--- src/rtl/rectifier_stream.sv ---
`default_nettype none
// ============================================================================
// Module   : rectifier_stream
// Purpose  : Frame-based rectifier for signed sample streams with valid/ready
//            handshakes, an output FIFO and an end-of-frame stop pulse.
//            Define RECTIFIER_PEAK_EN to add per-frame peak tracking outputs.
// Revision : 1.0 - initial release
// ============================================================================
module rectifier_stream #(
  parameter int DATA_W      = 16,
  parameter int NUM_SAMPLES = 42,
  parameter int FIFO_DEPTH  = 4
) (
  input  logic                     clk,
  input  logic                     rst_n,
  input  logic                     start,
  input  logic [1:0]               mode,
  input  logic                     in_valid,
  input  logic signed [DATA_W-1:0] in_data,
  output logic                     send_data,
  output logic                     out_valid,
  input  logic                     out_ready,
  output logic [DATA_W-1:0]        out_data,
  output logic                     stop,
  output logic                     busy
`ifdef RECTIFIER_PEAK_EN
  ,
  output logic [DATA_W-1:0]        peak_data,
  output logic                     peak_valid
`endif
);

  localparam int CNT_W = $clog2(NUM_SAMPLES + 1);
  localparam int PTR_W = $clog2(FIFO_DEPTH);
  localparam int OCC_W = PTR_W + 1;

  localparam logic [CNT_W-1:0]        LAST_CNT  = CNT_W'(NUM_SAMPLES - 1);
  localparam logic [CNT_W-1:0]        FULL_CNT  = CNT_W'(NUM_SAMPLES);
  localparam logic [OCC_W-1:0]        DEPTH_OCC = OCC_W'(FIFO_DEPTH);
  localparam logic signed [DATA_W-1:0] MIN_S    = {1'b1, {(DATA_W-1){1'b0}}};
  localparam logic [DATA_W-1:0]       MAX_U     = {1'b0, {(DATA_W-1){1'b1}}};

  typedef enum logic [1:0] {
    IDLE  = 2'd0,
    RUN   = 2'd1,
    DRAIN = 2'd2,
    DONE  = 2'd3
  } state_t;

  state_t             state_q, state_d;
  logic [CNT_W-1:0]   count_q, count_d;
  logic [1:0]         mode_q, mode_d;
  logic [DATA_W-1:0]  mem_q [FIFO_DEPTH];
  logic [DATA_W-1:0]  mem_d [FIFO_DEPTH];
  logic [PTR_W-1:0]   wr_ptr_q, wr_ptr_d;
  logic [PTR_W-1:0]   rd_ptr_q, rd_ptr_d;
  logic [OCC_W-1:0]   occ_q, occ_d;
  logic               send_data_q, send_data_d;
  logic               out_valid_q, out_valid_d;
  logic [DATA_W-1:0]  out_data_q, out_data_d;
  logic               stop_q, stop_d;
  logic               busy_q, busy_d;

  logic               push;
  logic               pop;
  logic [DATA_W-1:0]  push_val;

  // |x| saturates at the most negative input, which has no positive twin.
  function automatic logic [DATA_W-1:0] rectify(input logic [1:0] m,
                                                input logic signed [DATA_W-1:0] x);
    logic [DATA_W-1:0] mag;
    logic [DATA_W-1:0] res;
    if (x == MIN_S)          mag = MAX_U;
    else if (x[DATA_W-1])    mag = -x;
    else                     mag = x;
    case (m)
      2'b00:   res = x;
      2'b01:   res = x[DATA_W-1] ? '0 : x;
      2'b10:   res = mag;
      default: res = x[DATA_W-1] ? mag : '0;
    endcase
    return res;
  endfunction

  assign push     = in_valid && send_data_q;
  assign pop      = out_valid_q && out_ready;
  assign push_val = rectify(mode_q, in_data);

  always_comb begin
    state_d    = state_q;
    count_d    = count_q;
    mode_d     = mode_q;
    mem_d      = mem_q;
    wr_ptr_d   = wr_ptr_q;
    rd_ptr_d   = rd_ptr_q;
    occ_d      = occ_q;
    out_data_d = out_data_q;

    if (push) begin
      mem_d[wr_ptr_q] = push_val;
      wr_ptr_d        = wr_ptr_q + PTR_W'(1);
      count_d         = count_q + CNT_W'(1);
    end
    if (pop) begin
      rd_ptr_d = rd_ptr_q + PTR_W'(1);
    end
    case ({push, pop})
      2'b10:   occ_d = occ_q + OCC_W'(1);
      2'b01:   occ_d = occ_q - OCC_W'(1);
      default: occ_d = occ_q;
    endcase

    case (state_q)
      IDLE: begin
        if (start) begin
          state_d = RUN;
          mode_d  = mode;
          count_d = '0;
        end
      end
      RUN:     if (push && (count_q == LAST_CNT)) state_d = DRAIN;
      DRAIN:   if (occ_d == '0) state_d = DONE;
      DONE:    state_d = IDLE;
      default: state_d = IDLE;
    endcase

    // Head register tracks the next-cycle head so it already includes a
    // same-cycle push into an empty FIFO; it holds when the FIFO drains.
    if (occ_d != '0) out_data_d = mem_d[rd_ptr_d];

    send_data_d = (state_d == RUN) && (occ_d != DEPTH_OCC) && (count_d < FULL_CNT);
    out_valid_d = (occ_d != '0);
    stop_d      = (state_d == DONE);
    busy_d      = (state_d == RUN) || (state_d == DRAIN);
  end

  always_ff @(posedge clk or negedge rst_n) begin
    if (!rst_n) begin
      state_q     <= IDLE;
      count_q     <= '0;
      mode_q      <= 2'b00;
      wr_ptr_q    <= '0;
      rd_ptr_q    <= '0;
      occ_q       <= '0;
      send_data_q <= 1'b0;
      out_valid_q <= 1'b0;
      out_data_q  <= '0;
      stop_q      <= 1'b0;
      busy_q      <= 1'b0;
      for (int i = 0; i < FIFO_DEPTH; i++) mem_q[i] <= '0;
    end else begin
      state_q     <= state_d;
      count_q     <= count_d;
      mode_q      <= mode_d;
      wr_ptr_q    <= wr_ptr_d;
      rd_ptr_q    <= rd_ptr_d;
      occ_q       <= occ_d;
      send_data_q <= send_data_d;
      out_valid_q <= out_valid_d;
      out_data_q  <= out_data_d;
      stop_q      <= stop_d;
      busy_q      <= busy_d;
      for (int i = 0; i < FIFO_DEPTH; i++) mem_q[i] <= mem_d[i];
    end
  end

  assign send_data = send_data_q;
  assign out_valid = out_valid_q;
  assign out_data  = out_data_q;
  assign stop      = stop_q;
  assign busy      = busy_q;

`ifdef RECTIFIER_PEAK_EN
  logic [DATA_W-1:0] peak_q, peak_d;
  logic              peak_valid_q, peak_valid_d;

  // Peak only moves while samples are accepted, so it is frozen from DONE
  // until the next accepted start clears it.
  always_comb begin
    peak_d = peak_q;
    if ((state_q == IDLE) && start)            peak_d = '0;
    else if (push && (push_val > peak_q))      peak_d = push_val;
    peak_valid_d = stop_d;
  end

  always_ff @(posedge clk or negedge rst_n) begin
    if (!rst_n) begin
      peak_q       <= '0;
      peak_valid_q <= 1'b0;
    end else begin
      peak_q       <= peak_d;
      peak_valid_q <= peak_valid_d;
    end
  end

  assign peak_data  = peak_q;
  assign peak_valid = peak_valid_q;
`endif

endmodule
`default_nettype wire

--- config.mk ---
export PLATFORM = sky130hd
export DESIGN_NAME = rectifier_stream
export DESIGN_NICKNAME = d
export VERILOG_FILES = /design/src/rtl/rectifier_stream.sv
export SDC_FILE = /design/constraint.sdc
export NUM_CORES = 1
export LEC_CHECK = 0
export BUFFER_PORTS_ARGS = -buffer_cell sky130_fd_sc_hd__buf_2
export CAP_MARGIN = 5
export CORE_MARGIN = 2
export CORE_UTILIZATION = 50
export CTS_CLUSTER_DIAMETER = 200
export DETAILED_ROUTE_END_ITERATION = 16
export PLACE_DENSITY = 0.67
export SETUP_SLACK_MARGIN = 0.2
export SLEW_MARGIN = 20
export SYNTH_ARGS = -nofsm -noshare
export SYNTH_HDL_FRONTEND = slang
export SYNTH_SLANG_ARGS = --single-unit
--- constraint.sdc ---
create_clock -name clk -period 4.75 [get_ports clk]
set_input_delay 0.475 -clock clk [delete_from_list [all_inputs] [get_ports clk]]
set_output_delay 0.475 -clock clk [all_outputs]
set_load 0.01 [all_outputs]
# After elaboration in Yosys (flattened, before gate mapping)

Index checks and enable logic that the tools add are counted.

Output and inout port bits: 20
Bits of input ports: 23
Register bits after elaboration: 101

Mux-type cells: 21
Add/subtract/negate cells: 6
Order comparisons: 4
Reduce and logical (&&, ||, !) cells: 12
Bitwise operators: 2
Equality and inequality tests: 13

Operators by type and width:

| kind                                                            | count |
|---|---|
| 16-bit two-way mux                                              | 6 |
| 64-bit bitwise mux                                              | 1 |
| 64-bit two-way mux                                              | 1 |
| 16-bit one-hot mux with 3 select lines                          | 1 |
| 16-bit binary-select mux with 2-bit select                      | 1 |
| 16-bit demux with 2-bit select                                  | 1 |
| 6-bit two-way mux                                               | 3 |
| 16-bit == test, second input constant                           | 1 |
| 16-bit negation                                                 | 1 |
| 15-bit two-way mux                                              | 1 |
| 2-bit == test, second input constant                            | 6 |
| 2-bit by 1-bit == test with 1-bit output, second input constant | 4 |
| 2-bit two-way mux                                               | 4 |
| 2-bit one-hot mux with 4 select lines                           | 1 |
| 6-bit by 1-bit adder with 6-bit output, second input constant   | 1 |
| 6-bit == test, second input constant                            | 1 |
| 3-bit greater-or-equal comparator, second input constant        | 2 |
| 1-bit logical AND                                               | 6 |
| 6-bit < comparator, second input constant                       | 1 |
| 2-bit inverter with 3-bit output                                | 2 |
| 3-bit one-hot mux with 2 select lines                           | 1 |
| 2-bit by 1-bit adder with 2-bit output, second input constant   | 2 |
| 2-bit logical NOT                                               | 2 |
| 3-bit by 1-bit adder with 3-bit output, second input constant   | 1 |
| 7 further kinds                                                 | 7 |

# Logic depth before layout (Yosys ltp)

Depth in word-level cells: 10
Mapped depth: 13
Depth with buffers taken out: 11

# Least setup slack after synthesis

Ideal clock, no wire load.

Path kind: input to register
From: input port in_valid
To: register out_data_q[11] (netlist: out_data[11])
Path buffers: 3
Data arrival time: 3.253 ns
Stages: 13
Slack: 1.371 ns
Cell sequence: buf_1 nand2_1 ha_1 fa_1 xnor2_1 o32a_1 and2_1 clkbuf_1 inv_1 clkbuf_1 mux2i_1 o21ai_0 a221o_1

Elaborated cells on any way between the ends: 9
Those cells by class: eq/ne (2); mux (5); reduce/logical (2)

RTL lines:

| item                                                                      | RTL line | RTL |
|---|---|---|
| start, declared                                                           | 18       | `input logic in_valid,` |
| 1-bit logical AND *                                                       | 85       | `assign push = in_valid && send_data_q;` |
| 2-bit by 1-bit == test with 1-bit output or 2-bit == test (tied branches) | 107      | `case ({push, pop})` |
| 3-bit one-hot mux with 2 select lines *                                   | 107      |  |
| 3-bit nonzero test *                                                      | n/a      |  |
| net out_valid_d                                                           | 59       | `logic out_valid_q, out_valid_d;` |
| end signal, assigned                                                      | 160      | `out_data_q <= out_data_d;` |
| end, declared                                                             | 60       | `logic [DATA_W-1:0] out_data_q, out_data_d;` |

The timed path passes the listed nets; every way through them passes the cells marked *. The select of a mux whose other input is x is not followed.
A chain may end at the register's enable or synchronous reset.

# Final worst setup path

From: register send_data_q (netlist: send_data)
To: register send_data_q (netlist: send_data)

Word-level cells in the longest chain between the ends: 9
Elaborated cells on any way between the ends: 17
Those cells by class: order compare (1); eq/ne (4); mux (7); reduce/logical (5)

RTL lines:

| item                                                                      | RTL line | RTL |
|---|---|---|
| start, declared                                                           | 58       | `logic send_data_q, send_data_d;` |
| start signal, assigned                                                    | 158      | `send_data_q <= send_data_d;` |
| 1-bit logical AND *                                                       | 85       |  |
| 2-bit by 1-bit == test with 1-bit output or 2-bit == test (tied branches) | 107      |  |
| 3-bit one-hot mux with 2 select lines                                     | 107      |  |
| 3-bit logical NOT                                                         | 122      | `DRAIN: if (occ_d == '0) state_d = DONE;` |
| 2-bit two-way mux                                                         | 122      |  |
| 2-bit one-hot mux with 4 select lines *                                   | 113      | `case (state_q)` |
| net state_d[0]                                                            | 50       | `state_t state_q, state_d;` |
| 2-bit by 1-bit == test with 1-bit output *                                | 131      | `send_data_d = (state_d == RUN) && (occ_d != DEPTH_OCC) && (count_d < FULL_CNT);` |
| 1-bit logical AND * (2 in series)                                         | 131      |  |
| net send_data_d                                                           | 58       |  |

The timed path passes the listed nets; every way through them passes the cells marked *.

==> summary.md <==
| Metric | Value |
|---|---|
| Status | finished clean |
| Post-synth cell types | 75 |
| Slew Viols, Final | 0 |
| Global-route wire length before repair | between 20000 and 30000 um |
| Critical Path Fanout Max | 16 |
| Layout area overhead | 8.54% |
| Slew @ Worst Pin | 1.05 ns |
| # Post-CTS Setup Buffers | 0 |
| Lkg Pwr | 2.68 nW |
| Drt pass-1 iters | 5 |
| Power per cell area | 682 nW/um^2 |
| Register area share after synthesis | 0.450 |
| Share of cells above drive strength 1 | 0.162 |
| Fin. Hold Viols | 0 |
| 1st-iter DRT viols | between 500 and 600 |
| CTS Buf Count | 9 |
| RR Endpoint | send_data$_DFF_PN0_ |
| Ports | 43 |
| Syn nets | 649 |
| Flops & latches, synth | 101 |
| Ant. Diodes | 0 |
| Final nets | 672 |
| Final Wtd Congestion | ~0.87 |
| Max_slew headroom | 0.290 |
| WL per Instance | 20.0 um |
| Largest net degree at the start of global routing | 65 |
| Largest cells by area after synthesis | dfrtp_1 (45%), nand2_1 (5.8%), o21ai_0 (5.8%) |
| Synth warn | 0 |
| Worst Setup End Kind | flop |
| Dominant cell type by area after synthesis | dfrtp_1 |
| Starting density of the core | 0.516 |
| Avg Inst Size Synth | 9.13 sq um |
| Initial antenna violation count | 0 |
| Clk buf depth | 2 |
| Tmin final | 3.86 ns |
| Delay of the slowest critical-path stage | 0.58 ns |
| Placed cells | 767 |
| Final Cell Area | 6090 sq um |
| Die ar. | roughly 12000 sq um |
| Area post-placement | 5870 sq um |
| Total Routed Length | roughly 16000 um |
| CP most frequent cell | ha_1 |
| Cell Chain, Critical Path | nand2_1 -> ha_1 -> fa_1 -> nor3b_1 -> o32a_1 -> and2_1 -> inv_1 -> o22ai_1 -> ha_1 -> o311a_1 |
| Worst Setup SP | send_data$_DFF_PN0_ |
| WS Path Type | flop to flop |
| TNS Setup | 0 ns |
| FF-to-FF setup slack | 0.89 ns |
| Core area | 10900 sq um |
| EDFF count, synth | 0 |
| GRT Total Usage | 0.276 |
| Post-detailed-route count of antenna-violating nets | 0 |
| Slowest-stage cell, CP | dfrtp_1 |
| Reg2Reg Depth | 10 |
| CP arrival | 4.18 ns |
| DIE HEIGHT | 110 um |
| Worst-path clk slew | 0.10 ns |
| Worst min path class | input port to asynchronous set/reset pin |
| Hold_buf cts | 0 |
| Synth async-reset ratio | 1.00 |
| Synthesized cell area | 5610 sq um |
| Port Buffers | 42 |
| Synth Flop Type | dfrtp_1 |
| Unrepaired setup endpoints after global routing | no |
| Worst EP required | 5.07 ns |
| H-tree lvl count | 3 |
| Final setup viols | 0 |
| Die Wd | 110 um |
| CTS tree | done |
| Via count | 4970 |
| FMAX | ~260 MHz |
| Root buffer cell | clkbuf_8 |
| Period utilization | 0.812 |
| Worst Hold Slack | 0.176 ns |
| Worst Skew | 0.0124 ns |
| Post-route DRC | 0 |
| HPWL Detailed | approximately 11000 um |
| Reg2reg start | send_data$_DFF_PN0_ |
| VDD IR max | 302 uV |
| Overall Power | 4.16 mW |
| Worst-Skew Late Latency | 0.39 ns |
| Routed vias/inst | between 6 and 7 |
| Clock Sinks | 101 |
| Total grt overflow | 0 |
| Top cell type's share of synthesized area | 0.450 |
| Non-filler cells, final | between 700 and 800 |
| Vias in the first global route | 4682 |
| Startpoint Class | flop |
| Row count | 38 |
| Max Cap Viol | 0 |
| # resized after CTS | 0 |
| Post-Syn Instances | 615 |
-- cell usage in the layout, fill, tap and decap left out, types with 4 or more instances in the layout --
| master | n |
|---|---|
| nand3_1 | 15 |
| clkbuf_8 | 10 |
| o211ai_1 | 7 |
| nor2_1 | 39 |
| a211o_1 | 4 |
| nor4_1 | 9 |
| ha_1 | 10 |
| xor2_1 | 8 |
| buf_2 | 41 |
| or2_2 | 8 |
| a21oi_1 | 27 |
| and3_1 | 10 |
| or3_1 | 6 |
| nor3_1 | 20 |
| o311ai_0 | 6 |
| a221o_1 | 4 |
| o31ai_1 | 7 |
| a211oi_1 | 7 |
| a31oi_1 | 13 |
| and2_1 | 5 |
| o21ai_0 | 65 |
| mux2_2 | 6 |
| buf_4 | 13 |
| or4_1 | 5 |
| dfrtp_1 | 101 |
| inv_1 | 15 |
| mux2i_1 | 7 |
| nand2_1 | 87 |
| a22oi_1 | 7 |
-- per-stage QoR --
stage,worst slack (ns),util
finish,0.891,0.560
global route,0.667,0.560
CTS,0.960,0.559
detailed placement,0.882,0.540
global placement,1.07,0.540
floorplan,1.37,-
-- flip-flops by register name (all words and copies together), names as in the netlist --
| signal | cells |
|---|---|
| busy | 1 |
| count_q | 6 |
| mem_q | 64 |
| mode_q | 2 |
| occ_q | 3 |
| out_data | 16 |
| out_valid | 1 |
| rd_ptr_q | 2 |
| send_data | 1 |
| state_q | 2 |
| stop | 1 |
| wr_ptr_q | 2 |
-- cell usage after synthesis (6+ instances only) --
| cell | n |
|---|---|
| a31oi_1 | 13 |
| nor4_1 | 9 |
| xor2_1 | 8 |
| o21ai_0 | 65 |
| a22oi_1 | 7 |
| inv_1 | 15 |
| clkbuf_1 | 28 |
| o31ai_1 | 7 |
| or2_2 | 8 |
| a211oi_1 | 7 |
| o211ai_1 | 7 |
| and3_1 | 10 |
| mux2_2 | 6 |
| nand2_1 | 87 |
| a21oi_1 | 27 |
| o311ai_0 | 6 |
| mux2i_1 | 7 |
| nor2_1 | 39 |
| nand3_1 | 16 |
| ha_1 | 10 |
| buf_6 | 6 |
| nor3_1 | 20 |
| or3_1 | 6 |
| dfrtp_1 | 101 |
-- kinds of logic (layout without fill, tap and decap cells) --
logic type                 count (synthesis)  count (layout)  share of synthesized area
AOI/OAI and AO/OA                        191             191                      0.225
xor gates and xnor gates                  11              11                     0.0172
adders and majority gates                 11              11                     0.0259
buffers and inverters                     57              85                     0.0486
DFF                                      101             101                      0.450
muxes                                     15              15                     0.0325
and+or+nand+nor                          229             229                      0.200
-- worst max-delay path: cells and delay by family, from the launching register on --
family	cells	cell delay, ns
simple gates	3	1.04
fa+ha+maj	3	0.94
buf+inv	1	0.40
flops	1	0.58
compound gates	3	0.82
-- routing by layer --
| metal | GRT usage | share of wire | vias to the layer above |
|---|---|---|---|
| met1 | 0.389 | 0.46 | 2408 |
| met4 | 0.0823 | 0.019 | 0 |
| met3 | 0.0545 | 0.069 | 27 |
| met2 | 0.429 | 0.46 | 237 |
| met5 | 0 | 0 | - |
| li1 | - | - | 2298 |
-- area by class of cell --
class / instances / area (sq um)
fillers: 999 / 4800
inverters: 15 / 56.3
multi-input cells: 457 / 2820
clock buffers: 10 / 138
repair buffers: 54 / 303
well taps: 140 / 175
flip-flops and latches: 101 / 2530
clock inverters: 6 / 70.1
-- how the worst max path moves through the flow --
stage,end,depth (start not counted),slack (ns)
6_report,send_data$_DFF_PN0_,10,0.89
5_1_grt,out_data[9]$_DFFE_PN0N_,10,0.67
4_1_cts,send_data$_DFF_PN0_,10,0.96
3_5_place_dp,send_data$_DFF_PN0_,11,0.88
3_3_place_gp,out_data[9]$_DFFE_PN0N_,11,1.07
2_1_floorplan,out_data[11]$_DFFE_PN0N_,13,1.37
-- where the power goes --
group / total [mW] / switching [mW] / internal (mW)
Combinational: 2.13 / 1.30 / 0.827
Clock: 0.576 / 0.314 / 0.261
Sequential: 1.45 / 0.209 / 1.25
Total: 4.16 / 1.82 / 2.33
No activity file was read; power rests on OpenSTA's default activity.
